--- config.mk ---
export PLATFORM = sky130hd
export DESIGN_NAME = fft_stage_sequencer
export DESIGN_NICKNAME = d
export VERILOG_FILES = /design/src/rtl/fft_ctrl_pkg.sv /design/src/rtl/stage_tracker.sv /design/src/rtl/fft_stage_sequencer.sv
export SDC_FILE = /design/constraint.sdc
export NUM_CORES = 1
export LEC_CHECK = 0
export ABC_AREA = 1
export CORE_MARGIN = 5
export CORE_UTILIZATION = 45
export CTS_CLUSTER_SIZE = 20
export DETAILED_ROUTE_END_ITERATION = 16
export PLACE_DENSITY = 0.88
export SLEW_MARGIN = 20
export SYNTH_ARGS = -nofsm -noshare
export SYNTH_HDL_FRONTEND = slang
export SYNTH_SLANG_ARGS = --single-unit
--- constraint.sdc ---
create_clock -name clk -period 1.94 [get_ports clk]
set_input_delay 0.194 -clock clk [delete_from_list [all_inputs] [get_ports clk]]
set_output_delay 0.194 -clock clk [all_outputs]
set_load 0.01 [all_outputs]
--- src/rtl/fft_ctrl_pkg.sv ---
// Shared types and defaults for the FFT stage sequencer: stage state enum,
// default frame constants and a helper to pick one stage's count from the packed bus.
package fft_ctrl_pkg;

    typedef enum logic {
        ST_FILL = 1'b0,
        ST_READ = 1'b1
    } stage_state_t;

    localparam int DEF_N       = 16;
    localparam int DEF_SIZE    = 4;
    localparam int DEF_TIMEOUT = 256;

    // Returns bits [k*size +: size] of a packed per-stage count bus (size <= 32).
    function automatic logic [31:0] cnt_slice(input logic [63:0] bus,
                                              input int          k,
                                              input int          size);
        logic [63:0] mask;
        logic [63:0] shifted;
        mask    = (64'd1 << size) - 64'd1;
        shifted = (bus >> (k * size)) & mask;
        return shifted[31:0];
    endfunction

endpackage

--- src/rtl/stage_tracker.sv ---
// One FFT stage's FILL/READ sequencer: write counter, start strobe, sticky flags.
// STAGE_TIMEOUT_EN adds a per-stage READ watchdog; without it timeout stays 0.
module stage_tracker
    import fft_ctrl_pkg::*;
#(
    parameter int N       = DEF_N,
    parameter int SIZE    = DEF_SIZE,
    parameter int TIMEOUT = DEF_TIMEOUT
) (
    input  logic            clk,
    input  logic            rst_n,
    input  logic            valid,
    input  logic            done,
    input  logic            clear,
    output logic            start,
    output logic            busy,
    output logic [SIZE-1:0] cnt,
    output logic            frame_pulse,
    output logic            overrun,
    output logic            timeout,
    output stage_state_t    state
);

    stage_state_t    state_q, state_d;
    logic [SIZE-1:0] cnt_q, cnt_d;
    logic            start_q, start_d;
    logic            pulse_q, done_acc;
    logic            overrun_q, overrun_set;
    logic            wrap;
    logic            wd_expire;

`ifdef STAGE_TIMEOUT_EN
    localparam int WD_W = (TIMEOUT > 1) ? $clog2(TIMEOUT) : 1;
    logic [WD_W-1:0] wd_q, wd_d;
    logic            timeout_q;

    assign wd_expire = (state_q == ST_READ) && !done && (wd_q == WD_W'(TIMEOUT - 1));
`else
    assign wd_expire = 1'b0;
`endif

    always_comb begin
        state_d     = state_q;
        cnt_d       = cnt_q;
        start_d     = 1'b0;
        done_acc    = 1'b0;
        overrun_set = 1'b0;
        wrap        = valid && (cnt_q == SIZE'(N - 1));
        if (valid) begin
            cnt_d = cnt_q + 1'b1;
        end
        case (state_q)
            ST_FILL: begin
                if (wrap) begin
                    state_d = ST_READ;
                    start_d = 1'b1;
                end
            end
            ST_READ: begin
                // done retires the frame first; a same-cycle write then belongs to the next frame
                if (done) begin
                    done_acc = 1'b1;
                    if (wrap) begin
                        start_d = 1'b1;
                    end else begin
                        state_d = ST_FILL;
                    end
                end else if (valid) begin
                    overrun_set = 1'b1;
                end
            end
            default: state_d = ST_FILL;
        endcase
        if (wd_expire) begin
            state_d = ST_FILL;
            cnt_d   = '0;
        end
    end

    always_ff @(posedge clk or negedge rst_n) begin
        if (!rst_n) begin
            state_q   <= ST_FILL;
            cnt_q     <= '0;
            start_q   <= 1'b0;
            pulse_q   <= 1'b0;
            overrun_q <= 1'b0;
        end else begin
            state_q <= state_d;
            cnt_q   <= cnt_d;
            start_q <= start_d;
            pulse_q <= done_acc;
            if (overrun_set) begin
                overrun_q <= 1'b1;
            end else if (clear) begin
                overrun_q <= 1'b0;
            end
        end
    end

`ifdef STAGE_TIMEOUT_EN
    always_comb begin
        wd_d = '0;
        if (start_d) begin
            wd_d = '0;
        end else if (state_q == ST_READ) begin
            wd_d = wd_q + 1'b1;
        end
    end

    always_ff @(posedge clk or negedge rst_n) begin
        if (!rst_n) begin
            wd_q      <= '0;
            timeout_q <= 1'b0;
        end else begin
            wd_q <= wd_d;
            if (wd_expire) begin
                timeout_q <= 1'b1;
            end else if (clear) begin
                timeout_q <= 1'b0;
            end
        end
    end

    assign timeout = timeout_q;
`else
    assign timeout = 1'b0;
`endif

    assign state       = state_q;
    assign busy        = (state_q == ST_READ);
    assign cnt         = cnt_q;
    assign start       = start_q;
    assign frame_pulse = pulse_q;
    assign overrun     = overrun_q;

endmodule

--- src/rtl/fft_stage_sequencer.sv ---
// Run-time start/done sequencer for a chain of STAGES FFT stages.
// Optional watchdog per stage under STAGE_TIMEOUT_EN.
module fft_stage_sequencer
    import fft_ctrl_pkg::*;
#(
    parameter int STAGES  = 4,
    parameter int N       = DEF_N,
    parameter int SIZE    = DEF_SIZE,
    parameter int TIMEOUT = DEF_TIMEOUT
) (
    input  logic                   clk,
    input  logic                   rst_n,
    input  logic [STAGES-1:0]      valid_i,
    input  logic [STAGES-1:0]      done_i,
    input  logic                   clear_i,
    output logic [STAGES-1:0]      start_o,
    output logic [STAGES-1:0]      busy_o,
    output logic [STAGES*SIZE-1:0] fill_cnt_o,
    output logic                   frame_done_o,
    output logic                   overrun_o,
    output logic                   timeout_o,
    output logic [STAGES-1:0]      stage_state
);

    // valid_i/done_i are single-cycle strobes with no back-pressure: every
    // asserted bit is consumed in the cycle it is seen.
    logic [STAGES-1:0] pulse;
    logic [STAGES-1:0] ovr;
    logic [STAGES-1:0] tmo;
    stage_state_t      st [STAGES];

    for (genvar k = 0; k < STAGES; k++) begin : g_stage
        stage_tracker #(
            .N       (N),
            .SIZE    (SIZE),
            .TIMEOUT (TIMEOUT)
        ) u_trk (
            .clk         (clk),
            .rst_n       (rst_n),
            .valid       (valid_i[k]),
            .done        (done_i[k]),
            .clear       (clear_i),
            .start       (start_o[k]),
            .busy        (busy_o[k]),
            .cnt         (fill_cnt_o[k*SIZE +: SIZE]),
            .frame_pulse (pulse[k]),
            .overrun     (ovr[k]),
            .timeout     (tmo[k]),
            .state       (st[k])
        );
        assign stage_state[k] = (st[k] == ST_READ);
    end

    // Only the final stage's completion marks a whole frame through the chain.
    logic unused_pulse;
    assign unused_pulse = ^pulse[STAGES-1:0] ^ pulse[STAGES-1];
    assign frame_done_o = pulse[STAGES-1];
    assign overrun_o    = |ovr;
    assign timeout_o    = |tmo;

endmodule

==> impl_metrics.py, run 1 <==
metrics = {
    "drt": {
        "drtIter0Drc": 27,
        "first_pass_iters": 4,
        "wl_per_cell_um": 12.64,
        "avgViaCountPerCell": 4.707,
        "drc_errors": 0,
        "vias": 965,
        "wl_um": 2591,
        "antenna_left": 0,
    },
    "sta": {
        "clock-skew-final_ns": 0.009281,
        "rsz0062_at_grt": "no",
        "setup_ws_ns": 0.3845,
        "final.period_utilization_pct": 80.18,
        "whs_ns": 0.2487,
        "timing.final.crit_period_ns": 1.555,
        "maxSlewViolCount": 0,
        "fin_setup_tns_ns": 0,
        "finalSetupViolations": 0,
        "final_hold_viol_count": 0,
        "timing.fmax_mhz": 642.9,
    },
    "finish": {
        "area.growth.synth_to_final_pct": 28.89,
        "antenna-diode-count": 0,
        "fin_util_pct": 61.69,
        "nNetsFinal": 188,
        "layout.cells.non_filler": 205,
        "drive_gt1_share_pct": 7.471,
    },
    "floorplan": {
        "core_area_sq_um": 2805,
        "die_y_um": 64.62,
        "die-width_um": 64.62,
        "start_util_pct": 47.86,
        "io_pins": 42,
        "die-area_sq_um": 4176,
        "rows": 19,
    },
    "power": {
        "p_clk_share_pct": 16.6,
        "p_int_mw": 1.587,
        "comb_power_share_pct": 40.8,
        "vdd_drop_max_uv": 750.0,
        "p_switching_mw": 0.8844,
        "powerDensity_nw_per_um2": 1428,
        "p_seq_share_pct": 42.6,
        "p_sw_share_pct": 35.79,
        "p_leak_nw": 0.8452,
    },
    "logic_synthesis": {
        "synthArstFlopShare_pct": 100.0,
        "yosysMostFrequentCell": "dfrtp_1",
        "synth-seq-cells": 29,
        "ys_types": 18,
        "synth_largest_area_cell": "dfrtp_1",
        "syn_area_sq_um": 1343,
        "ys_top_cells_by_area": "dfrtp_1 (54%), buf_4 (8.4%), nand2_1 (6.7%)",
        "yosysTopAreaCellShare_pct": 54.05,
        "synth_common_cells": "dfrtp_1 (29), nand2_1 (24), inv_1 (21)",
        "synth_fp_nets": 157,
        "synth-edff-count": 0,
        "yosysSeqAreaShare_pct": 54.05,
        "synth.avg_cell_area_sq_um": 9.454,
        "yosysWarnings": 0,
        "postSynthCellCount": 142,
        "synth_ff_type": "dfrtp_1",
    },
    "setup_path": {
        "arrival_ns": 1.36,
        "slowest_delay_ns": 0.59,
        "crit_type": "reg -> out",
        "cp_slowest_cell": "clkdlybuf4s50_1",
        "reg2reg_slack_ns": 0.88,
        "path_delay_family": "buffers and inverters",
        "worstReg2RegEnd": "g_stage[0].u_trk.cnt[2]",
        "cp-start-kind": "flop",
        "path_cells": "clkdlybuf4s50_1",
        "critPathBufInv": 1,
        "crit_fanout": 4,
        "cp-end-kind": "output port",
        "reg2regPathDepth": 4,
        "timing.rr.start": "g_stage[0].u_trk.cnt[0]",
        "critical_path_required_ns": 1.75,
    },
    "global_routing": {
        "antenna_found_initial": 0,
        "grt_pass1_vias": 1015,
        "grt_pass1_wl_um": 4395,
        "grt_max_degree": 30,
        "grt_usage_pct": 13.63,
        "overflow": 0,
    },
    "clock_network": {
        "cts_root_buf": "clkbuf_4",
        "clkTransAtPathRegs_ns": 0.09,
        "cts-resized-gates": 0,
        "insertion_delay_ns": 0.31,
        "cts_tree": "done",
        "cts_htree_levels": 2,
        "cts_inserted_buffers": 5,
        "cts_hold_buffers": 0,
        "numClockSinks": 29,
        "cts_setup_buffers": 0,
        "clock_path_buffers": 2,
    },
    "job": {
        "drv_cap": 0,
    },
    "placed_design": {
        "io_buffers": 40,
        "placedCellCount": 197,
        "hpwl_um": 2005,
        "pre_cts_ws_ns": 0.6601,
        "gp_congestion": 0.8052,
    },
    "run_status": {
        "status": "finished, final reports clean",
    },
    "worst_hold_path": {
        "min_path_type": "in -> async",
    },
}
[metal layers]
| layer | vias up | wire length (um) | GRT usage, % |
|---|---|---|---|
| met4 | 0 | 17 | 4.749 |
| li1 | 486 | - | - |
| met2 | 28 | 1395 | 25.90 |
| met1 | 449 | 1045 | 13.87 |
| met5 | - | 0 | 0 |
| met3 | 2 | 133 | 4.491 |
[kinds of logic after synthesis]
family | synth area share [%]
and+or+nand+nor | 16.40
AOI/OAI and AO/OA | 4.846
other | 0.2793
buffers and inverters | 15.47
xor gates and xnor gates | 5.219
adders and majority gates | 3.728
DFF | 54.05
[power groups by stage]
| stage | clock, mW | sequential (mW) | combinational [mW] |
|---|---|---|---|
| 6_report | 0.411 | 1.05 | 1.01 |
| 5_1_grt | 0.450 | 1.09 | 1.12 |
| 4_1_cts | 0.425 | 1.05 | 1.03 |
| 3_5_place_dp | 0 | 1.06 | 1.02 |
| 3_3_place_gp | 0 | 1.04 | 0.968 |
| 2_1_floorplan | 0 | 1.10 | 0.439 |
[layout by cell type (no fill, tap or decap)]
master	count
a21oi_1	4
buf_4	1
clkbuf_4	5
clkbuf_8	2
clkdlybuf4s50_1	40
clkinv_2	1
conb_1	1
dfrtp_1	29
ha_1	4
inv_1	21
nand2_1	24
nand2_2	2
nand2_4	1
nand3_1	4
nand4_1	5
nor2_1	9
nor2_2	1
nor3_1	3
o21ai_0	9
xor2_1	8
[sequential cells by signal, summed over array words and instances, names as in the netlist]
name / cells
g_stage.u_trk.cnt: 16
g_stage.u_trk.busy: 4
g_stage.u_trk.frame_pulse: 1
g_stage.u_trk.start: 4
g_stage.u_trk.overrun: 4
[worst max-delay path by stage]
stage                                        from                 endpoint  slack [ns]  cells past startpoint
final                     g_stage[2].u_trk.cnt[0]            fill_cnt_o[8]        0.38                      1
after global routing      g_stage[2].u_trk.cnt[0]            fill_cnt_o[8]        0.31                      1
after CTS                 g_stage[2].u_trk.cnt[0]            fill_cnt_o[8]        0.35                      1
after detailed placement               valid_i[3]  g_stage[3].u_trk.cnt[3]        0.66                      5
after global placement                 valid_i[2]  g_stage[2].u_trk.cnt[3]        0.72                      4
after floorplan           g_stage[2].u_trk.cnt[0]  g_stage[2].u_trk.cnt[2]        0.90                      4
[final cells by class]
type | instances | area, sq um
Tap cell | 31 | 38.79
Inverter | 21 | 78.83
Clock buffer | 7 | 65.06
Timing Repair Buffer | 41 | 407.9
Clock inverter | 1 | 5.005
Sequential cell | 29 | 725.7
Fill cell | 246 | 1075
Multi-Input combinational cell | 75 | 409.1
[through the flow]
step,area [sq um],power (mW)
floorplan,1343,1.539
global placement,1660,2.009
detailed placement,1660,2.083
CTS,1730,2.506
global route,1730,2.668
finish,1730,2.471
Power figures use the tool's default switching activity.
==> inputs of run 2 (changes only) <==
- clock period: 1.94 -> 1.5 ns (I/O delays scaled with it)
==> run 2 against run 1 <==
Cell count increased by 3.9%. Register-to-register slack lost 0.58 ns. Cell area increased by 3.3%. Clock skew down 0.0065 ns. Sequential power up 29%. Non-clock buffer count grew 8. Sequential cell count stayed put.
==> impl_metrics.py, run 2 (synthesis gave the netlist of run 1 again) <==
metrics = {
    "setup_path": {
        "slowest_delay_ns": 0.57,
        "arrival_ns": 1.30,
        "crit_type": "reg -> out",
        "critPathBufInv": 1,
        "cp_slowest_cell": "clkdlybuf4s50_1",
        "cp-end-kind": "output port",
        "path_cells": "clkdlybuf4s50_1",
        "critical_path_required_ns": 1.35,
        "cp-start-kind": "flop",
        "crit_fanout": 6,
        "path_delay_family": "buffers and inverters",
    },
    "sta": {
        "timing.fmax_mhz": 691.9,
        "final.period_utilization_pct": 96.35,
        "clock-skew-final_ns": 0.002783,
        "finalSetupViolations": 0,
        "final_hold_viol_count": 0,
        "fin_setup_tns_ns": 0,
        "timing.final.crit_period_ns": 1.445,
        "rsz0062_at_grt": "no",
        "maxSlewViolCount": 0,
    },
    "floorplan": {
        "start_util_pct": 47.86,
        "die-width_um": 64.62,
        "die_y_um": 64.62,
        "die-area_sq_um": 4176,
        "io_pins": 42,
        "core_area_sq_um": 2805,
        "rows": 19,
    },
    "clock_network": {
        "clkTransAtPathRegs_ns": 0.08,
        "cts_hold_buffers": 0,
        "insertion_delay_ns": 0.31,
        "cts_inserted_buffers": 5,
        "cts_root_buf": "clkbuf_4",
        "cts_htree_levels": 2,
        "numClockSinks": 29,
        "cts_tree": "done",
        "clock_path_buffers": 2,
    },
    "power": {
        "p_clk_share_pct": 13.6,
        "p_leak_nw": 0.9329,
        "p_seq_share_pct": 42.1,
        "p_switching_mw": 1.171,
        "comb_power_share_pct": 44.3,
        "p_sw_share_pct": 36.60,
        "total_power_mw": 3.201,
        "powerDensity_nw_per_um2": 1791,
        "vdd_drop_max_uv": 1237,
        "p_int_mw": 2.029,
    },
    "drt": {
        "drc_errors": 0,
        "first_pass_iters": 2,
        "wl_um": 2745,
        "vias": 1013,
        "avgViaCountPerCell": 4.756,
        "drtIter0Drc": 22,
        "wl_per_cell_um": 12.89,
        "antenna_left": 0,
    },
    "placed_design": {
        "io_buffers": 40,
        "hpwl_um": 2085,
        "gp_congestion": 0.7880,
        "place_area_sq_um": 1660,
    },
    "worst_hold_path": {
        "min_path_type": "in -> async",
    },
    "finish": {
        "largest_reg_flops": 16,
        "fill_cells": 248,
        "fin_util_pct": 63.69,
        "antenna-diode-count": 0,
        "final_cell_mix": "clkdlybuf4s50_1 (34), dfrtp_1 (26), nand2_1 (24), inv_1 (21)",
        "area.growth.synth_to_final_pct": 33.08,
        "fin_area_sq_um": 1787,
        "drive_gt1_share_pct": 12.64,
        "layout_commonest_cell": "clkdlybuf4s50_1",
        "nNetsFinal": 196,
    },
    "global_routing": {
        "grt_pass1_vias": 1068,
        "overflow": 0,
        "grt_pass1_wl_um": 4657,
        "grt_usage_pct": 14.59,
        "grt_max_degree": 30,
        "antenna_found_initial": 0,
    },
    "job": {
        "drv_cap": 0,
    },
    "run_status": {
        "status": "finished, final reports clean",
    },
}
## run 2: changes by cell type in the layout (fill, tap and decap cells not counted), sizes merged
cell | previous run | this run
clkdlybuf4s50 | 40 | 34
dlymetal6s2s | 0 | 5
buf | 1 | 9
clkinv | 1 | 2
clkbuf | 7 | 6
dlygate4sd2 | 0 | 1
## run 2: stage by stage
step,hold WS [ns],worst slack (ns),instances
floorplan,-0.1456,0.4590,142
global placement,0.4975,0.3148,197
detailed placement,0.5162,0.2275,197
CTS,0.2121,0.01517,206
global route,0.2399,0.0009761,213
finish,0.2057,0.05481,213
## run 2: metal layers
| layer | wire length [um] | GRT usage, % | vias to the layer above |
|---|---|---|---|
| li1 | - | - | 501 |
| met1 | 1061 | 14.44 | 480 |
| met2 | 1500 | 27.71 | 27 |
| met3 | 154 | 4.663 | 5 |
| met4 | 29 | 6.332 | 0 |
| met5 | 0 | 0 | - |
## run 2: power groups by stage
| stage | registers [mW] | clock network [mW] | logic, mW |
|---|---|---|---|
| after floorplan | 1.42 | 0 | 0.567 |
| after global placement | 1.35 | 0 | 1.25 |
| after detailed placement | 1.37 | 0 | 1.33 |
| after CTS | 1.35 | 0.446 | 1.36 |
| after global routing | 1.40 | 0.484 | 1.57 |
| final | 1.35 | 0.436 | 1.42 |
## run 2: cell type report
cell class	count	area, sq um	area share [%]
clock buffer	6	41.29	2.311
clock inverter	2	10.01	0.5602
inverter	21	78.83	4.412
multi-input combinational	75	409.1	22.90
sequential	29	729.5	40.83
tap	31	38.79	2.171
timing repair buffer	49	479.2	26.82
## run 2: final timing paths
kind / start / endpoint / slack, ns / cells after the start
worst min register to register: g_stage[0].u_trk.busy / g_stage[0].u_trk.start / 0.52 / 1
worst max-delay path: g_stage[3].u_trk.busy / busy_o[3] / 0.05 / 1
worst max register to register: g_stage[2].u_trk.cnt[1] / g_stage[2].u_trk.cnt[2] / 0.30 / 5
min in group clk: done_i[3] / g_stage[3].u_trk.frame_pulse / 0.39 / 3
worst min-delay path: rst_n / g_stage[3].u_trk.start / 0.21 / 2
max in group asynchronous: rst_n / g_stage[2].u_trk.cnt[2] / 1.01 / 2
## run 2: repair_timing
| item | in CTS | in global routing |
|---|---|---|
| setup buffers | 1 | 7 |
| gates cloned | 0 | 0 |
| resized for setup | 2 | 7 |
| endpoints found under the setup margin | 3 | 15 |
==> inputs of run 3 (changes only) <==
- SKIP_LAST_GASP: default -> 1
==> results of run 3 <==
The final DEF is identical to that of run 2; final timing and power are the same.
